**src/rtl/gray_counter_updn.sv**
```systemverilog
// gray_counter_updn
//   Parametrised up/down Gray-code counter with synchronous load and a
//   programmable modulus. All arithmetic is done on a binary index. The Gray
//   code is computed from the next index and registered in its own flops, so
//   the out bus has no decode glitches.
//
//   Cascading: connect tc of one stage to cten of the next stage. tc is high
//   during the cycle whose clock edge wraps this stage. The next stage
//   therefore steps on the same edge, and no ripple delay builds up.
//
// Parameters
//   WIDTH     counter width in bits (>= 2)
//   MODULO    count length, 2 .. 2**WIDTH; the index runs 0 .. MODULO-1
//
// Ports
//   clk       rising-edge clock
//   clr       asynchronous active-low reset of all state
//   cten      count enable, one step per edge while high
//   up_dn     direction: 1 = up, 0 = down
//   load      synchronous load strobe; has priority over cten
//   load_val  binary index to load; values >= MODULO saturate to MODULO-1
//   ovf_clr   synchronous clear of the sticky ovf flag
//   out       registered Gray code of the index
//   bin       registered binary index
//   tc        terminal count (combinational), used for cascading
//   ovf       sticky wrap flag (registered)
module gray_counter_updn #(
  parameter int WIDTH  = 4,
  parameter int MODULO = 2**WIDTH
) (
  input  logic             clk,
  input  logic             clr,
  input  logic             cten,
  input  logic             up_dn,
  input  logic             load,
  input  logic [WIDTH-1:0] load_val,
  input  logic             ovf_clr,
  output logic [WIDTH-1:0] out,
  output logic [WIDTH-1:0] bin,
  output logic             tc,
  output logic             ovf
);

  // MODULO may be 2**WIDTH, which does not fit in WIDTH bits. The load
  // range check is therefore done one bit wider.
  localparam logic [WIDTH-1:0] LAST    = WIDTH'(MODULO - 1);
  localparam logic [WIDTH:0]   MOD_EXT = (WIDTH+1)'(MODULO);
  localparam logic [WIDTH-1:0] ONE     = WIDTH'(1);

  logic [WIDTH-1:0] idx;
  logic [WIDTH-1:0] idx_nxt;
  logic             at_last;
  logic             at_zero;
  logic             wrap;

  function automatic logic [WIDTH-1:0] to_gray(input logic [WIDTH-1:0] b);
    return b ^ (b >> 1);
  endfunction

  assign at_last = (idx == LAST);
  assign at_zero = (idx == '0);

  assign tc  = cten & ~load & ((up_dn & at_last) | (~up_dn & at_zero));
  assign bin = idx;

  always_comb begin
    idx_nxt = idx;
    wrap    = 1'b0;
    if (load) begin
      idx_nxt = ({1'b0, load_val} >= MOD_EXT) ? LAST : load_val;
    end else if (cten) begin
      if (up_dn) begin
        if (at_last) begin
          idx_nxt = '0;
          wrap    = 1'b1;
        end else begin
          idx_nxt = idx + ONE;
        end
      end else begin
        if (at_zero) begin
          idx_nxt = LAST;
          wrap    = 1'b1;
        end else begin
          idx_nxt = idx - ONE;
        end
      end
    end
  end

  // out is registered from idx_nxt, so it is aligned with bin with no extra
  // latency. A wrap sets ovf even when ovf_clr is asserted on the same edge.
  always_ff @(posedge clk or negedge clr) begin
    if (!clr) begin
      idx <= '0;
      out <= '0;
      ovf <= 1'b0;
    end else begin
      idx <= idx_nxt;
      out <= to_gray(idx_nxt);
      ovf <= wrap | (ovf & ~ovf_clr);
    end
  end

endmodule

```
**config.mk**
```make
export PLATFORM = sky130hd
export DESIGN_NAME = gray_counter_updn
export DESIGN_NICKNAME = d
export VERILOG_FILES = /design/src/rtl/gray_counter_updn.sv
export SDC_FILE = /design/constraint.sdc
export NUM_CORES = 1
export LEC_CHECK = 0
export CORE_AREA = 2 2 39 41
export DETAILED_ROUTE_END_ITERATION = 10
export DIE_AREA = 0 0 41 43
export GPL_TIMING_DRIVEN = 0
export PLACE_DENSITY = 0.82
export SYNTH_ARGS = -nofsm -noshare
export SYNTH_HDL_FRONTEND = slang
export SYNTH_SLANG_ARGS = --single-unit
export TNS_END_PERCENT = 10
```
**constraint.sdc**
```tcl
create_clock -name clk -period 2.75 [get_ports clk]
set_input_delay 0.55 -clock clk [delete_from_list [all_inputs] [get_ports clk]]
set_output_delay 0.55 -clock clk [all_outputs]
set_load 0.005 [all_outputs]
```
# ---- Word-level counts from Yosys, hierarchy flattened
# Index checks and enable logic that the tools add are counted.
dict set report totals {
  ff_bits 9
  out_inout_bits 10
  elab_cells 28
}
dict set report op_classes {
  n_addsub 2
  n_eq_ne 1
  muxes 10
  bitwise 11
  reduce_logical 1
}
# cell n
set ops {}
lappend ops {{4-bit 2-to-1 mux} 5}
lappend ops {{1-bit AND} 5}
lappend ops {{1-bit 2-to-1 mux} 5}
lappend ops {{4-bit by 1-bit adder with 4-bit output, second input constant} 1}
lappend ops {{4-bit equality test, second input constant} 1}
lappend ops {{4-bit logical NOT} 1}
lappend ops {{4-bit by 1-bit subtractor with 4-bit output, second input constant} 1}
lappend ops {{4-bit by 3-bit bitwise XOR with 4-bit output} 1}
lappend ops {{1-bit inverter} 3}
lappend ops {{1-bit OR} 2}

# ---- Depth between registers and ports, before layout
# Gate-level depths: netlist (run 1).
dict set report logic_depth {
  word_depth 6
  depth_mapped 6
  depth_no_buf 6
}

# ---- Least setup slack after synthesis (run 1)
# No wires, ideal clock.
dict set report synth_path {
  path_type {register to output}
  startpoint {register idx[0] (netlist: bin[0])}
  endpoint {output tc}
  t_arrival_ns 1.268
  required_ns 2.200
  path_slack_ns 0.932
  path_stages_with_launch 6
  path_buffers 0
  cell_sequence {dfrtp_1 > inv_1 > ha_1 > nor4b_1 > nor2b_1 > nor3_1}
}
dict set report synth_via {
  elab_chain_len 4
}
# element line
set synth_rtl {}
lappend synth_rtl {{start: declaration} 50} ;# logic [WIDTH-1:0] idx;
lappend synth_rtl {{start signal: assignment} 98} ;# idx <= idx_nxt;
lappend synth_rtl {{4-bit equality test / 4-bit logical NOT (equally long branches)} {60, 61}}
lappend synth_rtl {{1-bit AND} 63} ;# assign tc = cten & ~load & ((up_dn & at_last) | (~up_dn & at_zero));
lappend synth_rtl {{1-bit OR (*)} 63}
lappend synth_rtl {{1-bit AND (*)} 63}
lappend synth_rtl {{end: declaration} 40} ;# output logic tc,
# Every way passes the cells marked *; elsewhere a longest branch is shown, timed or not.

# ---- Worst setup path after layout (run 1)
# Same ends and word-level chain as after synthesis.

==> impl_metrics.xml, run 1 <==
<?xml version="1.0" encoding="UTF-8"?>
<metrics>
  <group name="pwr">
    <metric name="share_comb_of_total_power" unit="%">39.7</metric>
    <metric name="swShare" unit="%">28.9</metric>
    <metric name="total_leakage_power" unit="nW">0.328</metric>
    <metric name="clock_power_share" unit="%">20.7</metric>
    <metric name="power.density" unit="nW/um^2">543</metric>
    <metric name="netSwitchingPower" unit="mW">0.118</metric>
    <metric name="irDropWorstVdd" unit="V">0.000352</metric>
    <metric name="post-layout-total-power" unit="mW">0.409</metric>
    <metric name="cellInternalPower" unit="mW">0.291</metric>
    <metric name="seqPwrFrac" unit="%">39.6</metric>
  </group>
  <group name="timing">
    <metric name="timing.final.crit_share" unit="%">94.7</metric>
    <metric name="final_critical_path_setup_slack" unit="ns">0.144</metric>
    <metric name="max-slew-margin-rel" unit="%">74.7</metric>
    <metric name="timing_max_transition_violations_final" unit="">0</metric>
    <metric name="worst-slew-pin-transition" unit="ns">0.368</metric>
    <metric name="finClkSkew" unit="ns">0.00511</metric>
    <metric name="grt_setup_unrepaired" unit="">no</metric>
    <metric name="setup-tns-final" unit="ns">0</metric>
    <metric name="fin_crit_period" unit="ns">2.61</metric>
    <metric name="hold_ws" unit="ns">0.471</metric>
    <metric name="hold_violations" unit="">0</metric>
    <metric name="max_freq" unit="MHz">384</metric>
    <metric name="setup_viol" unit="">0</metric>
  </group>
  <group name="logic_synthesis">
    <metric name="synth-edff-count" unit="">0</metric>
    <metric name="synth-adder-area-share" unit="%">4.98</metric>
    <metric name="yosys.area.top_type_share" unit="%">39.8</metric>
    <metric name="ys_top_cells_by_area" unit="">sky130_fd_sc_hd__dfrtp_1 40%, sky130_fd_sc_hd__mux2i_1 6.0%, sky130_fd_sc_hd__ha_1 5.0%</metric>
    <metric name="synth.area.mux_share" unit="%">5.97</metric>
    <metric name="most_used_standard_cell_by_instance_count_after_synthesis" unit="">sky130_fd_sc_hd__dfrtp_1</metric>
    <metric name="ys_seq_elements" unit="">8</metric>
    <metric name="ys.warnings.count" unit="">0</metric>
    <metric name="syn_avg_cell_area" unit="um^2">10.1</metric>
    <metric name="synth_top_family_by_area" unit="">simple AND/OR/NAND/NOR gates</metric>
    <metric name="asyncSetResetFlopFracSynth" unit="%">100</metric>
    <metric name="synth-simple-area-share" unit="%">19.2</metric>
    <metric name="synth_compound_area_share" unit="%">14.9</metric>
    <metric name="synth.lib_cells_used.distinct" unit="">27</metric>
    <metric name="synth.net_count" unit="">62</metric>
    <metric name="sequential_fraction_of_the_synthesis_area" unit="%">39.8</metric>
    <metric name="yosys-top-cells-count" unit="">8 x sky130_fd_sc_hd__dfrtp_1, 5 x sky130_fd_sc_hd__inv_1, 4 x sky130_fd_sc_hd__a21oi_1</metric>
    <metric name="post_synth_inst_count" unit="">50</metric>
    <metric name="yosysTopAreaCell" unit="">sky130_fd_sc_hd__dfrtp_1</metric>
    <metric name="yosys.area_share.xor_xnor" unit="%">6.97</metric>
    <metric name="synthesis.area" unit="um^2">503</metric>
    <metric name="synthFlopType" unit="">sky130_fd_sc_hd__dfrtp_1</metric>
  </group>
  <group name="grt">
    <metric name="antenna_found_initial" unit="">0</metric>
    <metric name="first_global_vias" unit="">429</metric>
    <metric name="grt.total_usage" unit="%">14.1</metric>
    <metric name="grt-ovfl-total" unit="">0</metric>
    <metric name="maximum_number_of_pins_on_one_net_before_global_route_repair" unit="">11</metric>
    <metric name="grt_pass1_wl" unit="um">1700</metric>
  </group>
  <group name="route">
    <metric name="drt_iter0_drc" unit="">4</metric>
    <metric name="vias" unit="">438</metric>
    <metric name="detailroute.wirelength.met3" unit="um">54</metric>
    <metric name="met2_length" unit="um">584</metric>
    <metric name="wire_per_inst" unit="um">12.3</metric>
    <metric name="maxUsedRoutingLayer" unit="">met3</metric>
    <metric name="firstDrtPassIters" unit="">4</metric>
    <metric name="detail_route_antenna_nets" unit="">0</metric>
    <metric name="wirelength" unit="um">1090</metric>
    <metric name="drc_errors" unit="">0</metric>
    <metric name="route.layer.met1.wl" unit="um">446</metric>
    <metric name="viasPerCell" unit="">4.98</metric>
  </group>
  <group name="critical_path">
    <metric name="worst-setup-path-type" unit="">reg2out</metric>
    <metric name="endpoint_kind" unit="">output pin</metric>
    <metric name="timing.critical_path.from" unit="">bin[0]</metric>
    <metric name="rr_startpoint" unit="">bin[0]</metric>
    <metric name="start_kind" unit="">flip-flop</metric>
    <metric name="cp.required" unit="ns">2.20</metric>
    <metric name="timing.critical_path.arrival" unit="ns">2.06</metric>
    <metric name="crit_path_max_fanout" unit="">8</metric>
  </group>
  <group name="floorplan">
    <metric name="die_width" unit="um">41</metric>
    <metric name="rows" unit="">14</metric>
    <metric name="boundaryPins" unit="">20</metric>
    <metric name="die_area" unit="um^2">1760</metric>
    <metric name="area_of_the_core_region" unit="um^2">1380</metric>
    <metric name="start_util" unit="%">36.3</metric>
    <metric name="dieHeight" unit="um">43</metric>
  </group>
  <group name="job">
    <metric name="max_cap_viol_count" unit="">0</metric>
  </group>
  <group name="final_layout">
    <metric name="fill_cells" unit="">130</metric>
    <metric name="diodes" unit="">0</metric>
    <metric name="layout.nets" unit="">86</metric>
    <metric name="flow.area_growth_from_synthesis" unit="%">50.0</metric>
    <metric name="layout-drive-gt1-share" unit="%">12.5</metric>
    <metric name="final_cell_count_no_fill" unit="">88</metric>
  </group>
  <group name="placed_design">
    <metric name="dp_worst_setup_slack" unit="ns">-0.168</metric>
    <metric name="place_inst" unit="">85</metric>
    <metric name="hpwl_reported_at_the_end_of_detailed_placement" unit="um">854</metric>
    <metric name="port-buffer-count" unit="">19</metric>
    <metric name="gp_congestion" unit="">0.747</metric>
  </group>
  <group name="cts">
    <metric name="cts-buffers-inserted" unit="">3</metric>
    <metric name="cts.htree.levels" unit="">1</metric>
    <metric name="cts_tree" unit="">done</metric>
    <metric name="clock-root-buffer" unit="">sky130_fd_sc_hd__clkbuf_4</metric>
    <metric name="clk_pin_slew_worst_paths" unit="ns">0.05</metric>
    <metric name="hold_buf_cts" unit="">0</metric>
    <metric name="clock_network_latency_to_the_later_pin_of_the_worst_skew_pair" unit="ns">0.25</metric>
    <metric name="clock_tree.buffer_depth" unit="">2</metric>
    <metric name="cts_post_setup_buffers_inserted" unit="">0</metric>
    <metric name="cts.sinks" unit="">8</metric>
  </group>
  <group name="status">
    <metric name="status" unit="">completed</metric>
  </group>
  <group name="hold_path">
    <metric name="min_from" unit="">ovf</metric>
    <metric name="worstHoldPathType" unit="">reg2reg</metric>
  </group>
</metrics>
## stage by stage
step | utilization (%) | cell area [um^2]
6_report | 54.5 | 754
5_1_grt | 54.5 | 754
4_1_cts | 53.5 | 741
3_5_place_dp | 51.5 | 713
3_3_place_gp | 51.5 | 713
2_1_floorplan | - | 503
## power by group through the flow
stage | Clock (mW) | Combinational (mW) | Sequential, mW
finish | 0.0848 | 0.162 | 0.162
global route | 0.0944 | 0.180 | 0.166
CTS | 0.0893 | 0.161 | 0.162
detailed placement | 0 | 0.160 | 0.164
global placement | 0 | 0.155 | 0.161
floorplan | 0 | 0.0743 | 0.163
## path summary, 6_finish.rpt
| kind | to | slack (ns) | cells past startpoint |
|---|---|---|---|
| setup / recovery | tc | 0.14 | 6 |
| hold / removal | ovf | 0.47 | 1 |
| setup reg to reg | out[2] | 1.04 | 6 |
| hold reg to reg | ovf | 0.47 | 1 |
| max in group asynchronous | bin[1] | 1.92 | 1 |
| min in group asynchronous | bin[2] | 0.57 | 1 |
## worst max-delay path, cell delays in order, from the launching register on
cell and delay [ns]:
sky130_fd_sc_hd__dfrtp_1 0.46, sky130_fd_sc_hd__inv_1 0.12, sky130_fd_sc_hd__ha_1 0.20, sky130_fd_sc_hd__nor4b_4 0.25
sky130_fd_sc_hd__nor2b_1 0.09, sky130_fd_sc_hd__nor3_2 0.16, sky130_fd_sc_hd__clkdlybuf4s50_1 0.54
## sequential cells by signal, indices dropped and copies added, names as in the netlist
register / flops
bin: 4
out: 3
ovf: 1
## routing by layer
layer	vias to the layer above	global-route usage [%]
met5	-	0
met4	0	2.00
met3	0	6.28
met2	12	24.1
met1	201	15.7
li1	225	-
## kinds of logic (layout without fill, tap and decap cells)
family | after synthesis | after routing
xor gates and xnor gates | 4 | 4
and+or+nand+nor | 14 | 14
muxes | 3 | 3
AOI/OAI and AO/OA | 11 | 11
buffers and inverters | 8 | 30
DFF | 8 | 8
adders and majority gates | 2 | 2
## layout by cell type, fill, tap and decap left out, types with 2 or more instances in the layout
cell type                         count
sky130_fd_sc_hd__nor3b_1              2
sky130_fd_sc_hd__xor2_1               2
sky130_fd_sc_hd__nor2b_1              2
sky130_fd_sc_hd__mux2i_1              3
sky130_fd_sc_hd__nand3b_1             2
sky130_fd_sc_hd__a21oi_1              4
sky130_fd_sc_hd__xnor2_1              2
sky130_fd_sc_hd__nand4_1              2
sky130_fd_sc_hd__clkbuf_4             3
sky130_fd_sc_hd__clkdlybuf4s50_1     18
sky130_fd_sc_hd__ha_1                 2
sky130_fd_sc_hd__dfrtp_1              8
sky130_fd_sc_hd__inv_1                5
## cell type report
class / count / area [um^2] / share of cell area (%)
multi-input cells: 34 / 282 / 37.3
flip-flops and latches: 8 / 200 / 26.5
repair buffers: 19 / 189 / 25.0
clock buffers: 3 / 22.5 / 2.99
plain buffers: 3 / 22.5 / 2.99
well taps: 16 / 20.0 / 2.65
inverters: 5 / 18.8 / 2.49
## what timing repair did
item                                    4_1_cts  5_1_grt
cloned                                        0        0
endpoints found under the setup margin        1        1
gates resized for setup                       2        2
endpoints found under the hold margin         0        0
No activity file was read; power rests on OpenSTA's default activity.
==> run 2: changes to the inputs <==
--- a/config.mk
+++ b/config.mk
@@ -10,6 +10,7 @@
 export DIE_AREA = 0 0 41 43
 export GPL_TIMING_DRIVEN = 0
 export PLACE_DENSITY = 0.82
+export SKIP_CTS_REPAIR_TIMING = 1
 export SYNTH_ARGS = -nofsm -noshare
 export SYNTH_HDL_FRONTEND = slang
 export SYNTH_SLANG_ARGS = --single-unit
==> impl_metrics.xml, run 2 (synthesized netlist as in run 1, its figures left out) <==
<?xml version="1.0" encoding="UTF-8"?>
<metrics>
  <group name="timing">
    <metric name="setup_viol" unit="">0</metric>
    <metric name="finClkSkew" unit="ns">0.00514</metric>
    <metric name="timing.final.crit_share" unit="%">94.4</metric>
    <metric name="grt_setup_unrepaired" unit="">no</metric>
    <metric name="hold_violations" unit="">0</metric>
    <metric name="timing_max_transition_violations_final" unit="">0</metric>
    <metric name="hold_ws" unit="ns">0.471</metric>
    <metric name="max_freq" unit="MHz">385</metric>
    <metric name="max-slew-margin-rel" unit="%">74.7</metric>
    <metric name="worst-slew-pin-transition" unit="ns">0.368</metric>
    <metric name="fin_crit_period" unit="ns">2.59</metric>
    <metric name="final_critical_path_setup_slack" unit="ns">0.155</metric>
  </group>
  <group name="grt">
    <metric name="maximum_number_of_pins_on_one_net_before_global_route_repair" unit="">11</metric>
    <metric name="grt_pass1_wl" unit="um">1680</metric>
    <metric name="grt_most_used_layer" unit="">met2</metric>
    <metric name="first_global_vias" unit="">430</metric>
    <metric name="grt-ovfl-total" unit="">0</metric>
    <metric name="antenna_found_initial" unit="">0</metric>
    <metric name="groute.layer.met2.usage" unit="%">24.1</metric>
    <metric name="grt.met3_usage" unit="%">6.28</metric>
    <metric name="grt.total_usage" unit="%">13.9</metric>
    <metric name="use_met1" unit="%">15.0</metric>
  </group>
  <group name="critical_path">
    <metric name="critical-path-max-stage-delay" unit="ns">0.61</metric>
    <metric name="cpMostUsedCell" unit="">sky130_fd_sc_hd__clkdlybuf4s50_1</metric>
    <metric name="timing.critical_path.arrival" unit="ns">2.04</metric>
    <metric name="worst-setup-path-type" unit="">in2out</metric>
    <metric name="worstRegToRegCells" unit="">6</metric>
    <metric name="cp.required" unit="ns">2.20</metric>
    <metric name="crit_path_max_fanout" unit="">6</metric>
    <metric name="endpoint_kind" unit="">output pin</metric>
    <metric name="crit_slowest_cell" unit="">sky130_fd_sc_hd__clkdlybuf4s50_1</metric>
    <metric name="start_kind" unit="">input pin</metric>
    <metric name="critical_path.cell_chain" unit="">clkdlybuf4s50_1 -&gt; inv_1 -&gt; nor3_2 -&gt; clkdlybuf4s50_1</metric>
  </group>
  <group name="floorplan">
    <metric name="die_width" unit="um">41</metric>
    <metric name="rows" unit="">14</metric>
    <metric name="area_of_the_core_region" unit="um^2">1380</metric>
    <metric name="start_util" unit="%">36.3</metric>
    <metric name="boundaryPins" unit="">20</metric>
    <metric name="die_area" unit="um^2">1760</metric>
    <metric name="dieHeight" unit="um">43</metric>
  </group>
  <group name="final_layout">
    <metric name="layout.cells.most_common" unit="">sky130_fd_sc_hd__clkdlybuf4s50_1</metric>
    <metric name="layout-drive-gt1-share" unit="%">12.5</metric>
    <metric name="fin_util" unit="%">54.8</metric>
    <metric name="mostFrequentLayoutCells" unit="">18 x sky130_fd_sc_hd__clkdlybuf4s50_1, 8 x sky130_fd_sc_hd__dfrtp_1, 5 x sky130_fd_sc_hd__inv_1</metric>
    <metric name="fill_cells" unit="">127</metric>
    <metric name="largest_reg_flops" unit="">4</metric>
    <metric name="layout.nets" unit="">86</metric>
    <metric name="flow.area_growth_from_synthesis" unit="%">50.7</metric>
    <metric name="diodes" unit="">0</metric>
  </group>
  <group name="pwr">
    <metric name="swShare" unit="%">28.8</metric>
    <metric name="clock_power_share" unit="%">20.7</metric>
    <metric name="total_leakage_power" unit="nW">0.336</metric>
    <metric name="netSwitchingPower" unit="mW">0.118</metric>
    <metric name="power.density" unit="nW/um^2">540</metric>
    <metric name="post-layout-total-power" unit="mW">0.409</metric>
    <metric name="share_comb_of_total_power" unit="%">39.6</metric>
    <metric name="seqPwrFrac" unit="%">39.6</metric>
    <metric name="irDropWorstVdd" unit="V">0.000352</metric>
    <metric name="cellInternalPower" unit="mW">0.292</metric>
  </group>
  <group name="route">
    <metric name="wire_per_inst" unit="um">12.1</metric>
    <metric name="wirelength" unit="um">1070</metric>
    <metric name="drc_errors" unit="">0</metric>
    <metric name="viasPerCell" unit="">4.99</metric>
    <metric name="detail_route_antenna_nets" unit="">0</metric>
    <metric name="firstDrtPassIters" unit="">4</metric>
    <metric name="drt_iter0_drc" unit="">3</metric>
    <metric name="vias" unit="">439</metric>
  </group>
  <group name="cts">
    <metric name="clock-root-buffer" unit="">sky130_fd_sc_hd__clkbuf_4</metric>
    <metric name="cts.sinks" unit="">8</metric>
    <metric name="clk_pin_slew_worst_paths" unit="ns">0.05</metric>
    <metric name="cts_tree" unit="">done</metric>
    <metric name="cts.htree.levels" unit="">1</metric>
    <metric name="clock_network_latency_to_the_later_pin_of_the_worst_skew_pair" unit="ns">0.25</metric>
    <metric name="cts-buffers-inserted" unit="">3</metric>
    <metric name="clock_tree.buffer_depth" unit="">2</metric>
  </group>
  <group name="status">
    <metric name="status" unit="">completed</metric>
  </group>
  <group name="job">
    <metric name="max_cap_viol_count" unit="">0</metric>
  </group>
  <group name="hold_path">
    <metric name="worstHoldPathCells" unit="">1</metric>
    <metric name="worstHoldPathType" unit="">reg2reg</metric>
  </group>
  <group name="placed_design">
    <metric name="gp_congestion" unit="">0.747</metric>
    <metric name="port-buffer-count" unit="">19</metric>
    <metric name="dp_worst_setup_slack" unit="ns">-0.168</metric>
    <metric name="hpwl_reported_at_the_end_of_detailed_placement" unit="um">854</metric>
  </group>
</metrics>
## run 2: cell count changes in the layout (fill, tap and decap cells not counted)
cell                             change
sky130_fd_sc_hd__dlygate4sd2_1       -1
sky130_fd_sc_hd__dlymetal6s2s_1      +1
## run 2: critical path, delay by kind of cell
kind                   cells  cell delay, ns
buffers and inverters      3            1.27
and+or+nand+nor            1            0.23
## run 2: final timing paths
kind	slack [ns]	endpoint	start
worst max-delay path	0.16	tc	cten
worst min-delay path	0.47	ovf	ovf
worst max register to register	1.07	out[2]	bin[0]
worst min register to register	0.47	ovf	ovf
max in group asynchronous	1.92	bin[1]	clr
min in group asynchronous	0.57	bin[2]	clr
## run 2: metrics by stage
step | area, um^2 | instances | setup TNS [ns]
after floorplan | 503 | 50 | 0
after global placement | 713 | 85 | -0.125
after detailed placement | 713 | 85 | -0.168
after CTS | 736 | 88 | -0.165
after global routing | 758 | 88 | 0
final | 758 | 88 | 0
## run 2: power groups by stage
stage          Sequential (mW)  Combinational (mW)  Clock, mW
6_report                 0.162               0.162     0.0849
5_1_grt                  0.166               0.180     0.0944
4_1_cts                  0.161               0.160     0.0893
3_5_place_dp             0.164               0.160          0
3_3_place_gp             0.161               0.155          0
2_1_floorplan            0.163              0.0743          0
## run 2: area by class of cell
| cell class | instances | area, um^2 | share of cell area (%) |
|---|---|---|---|
| Buffer | 3 | 22.5 | 2.97 |
| Clock buffer | 3 | 22.5 | 2.97 |
| Inverter | 5 | 18.8 | 2.48 |
| Multi-Input combinational cell | 34 | 282 | 37.1 |
| Sequential cell | 8 | 200 | 26.4 |
| Tap cell | 16 | 20.0 | 2.64 |
| Timing Repair Buffer | 19 | 193 | 25.4 |
## run 2: metal layers
layer,up-vias,routed length (um)
met4,0,0
met2,12,565
met5,-,0
met3,0,54
li1,225,-
met1,202,448
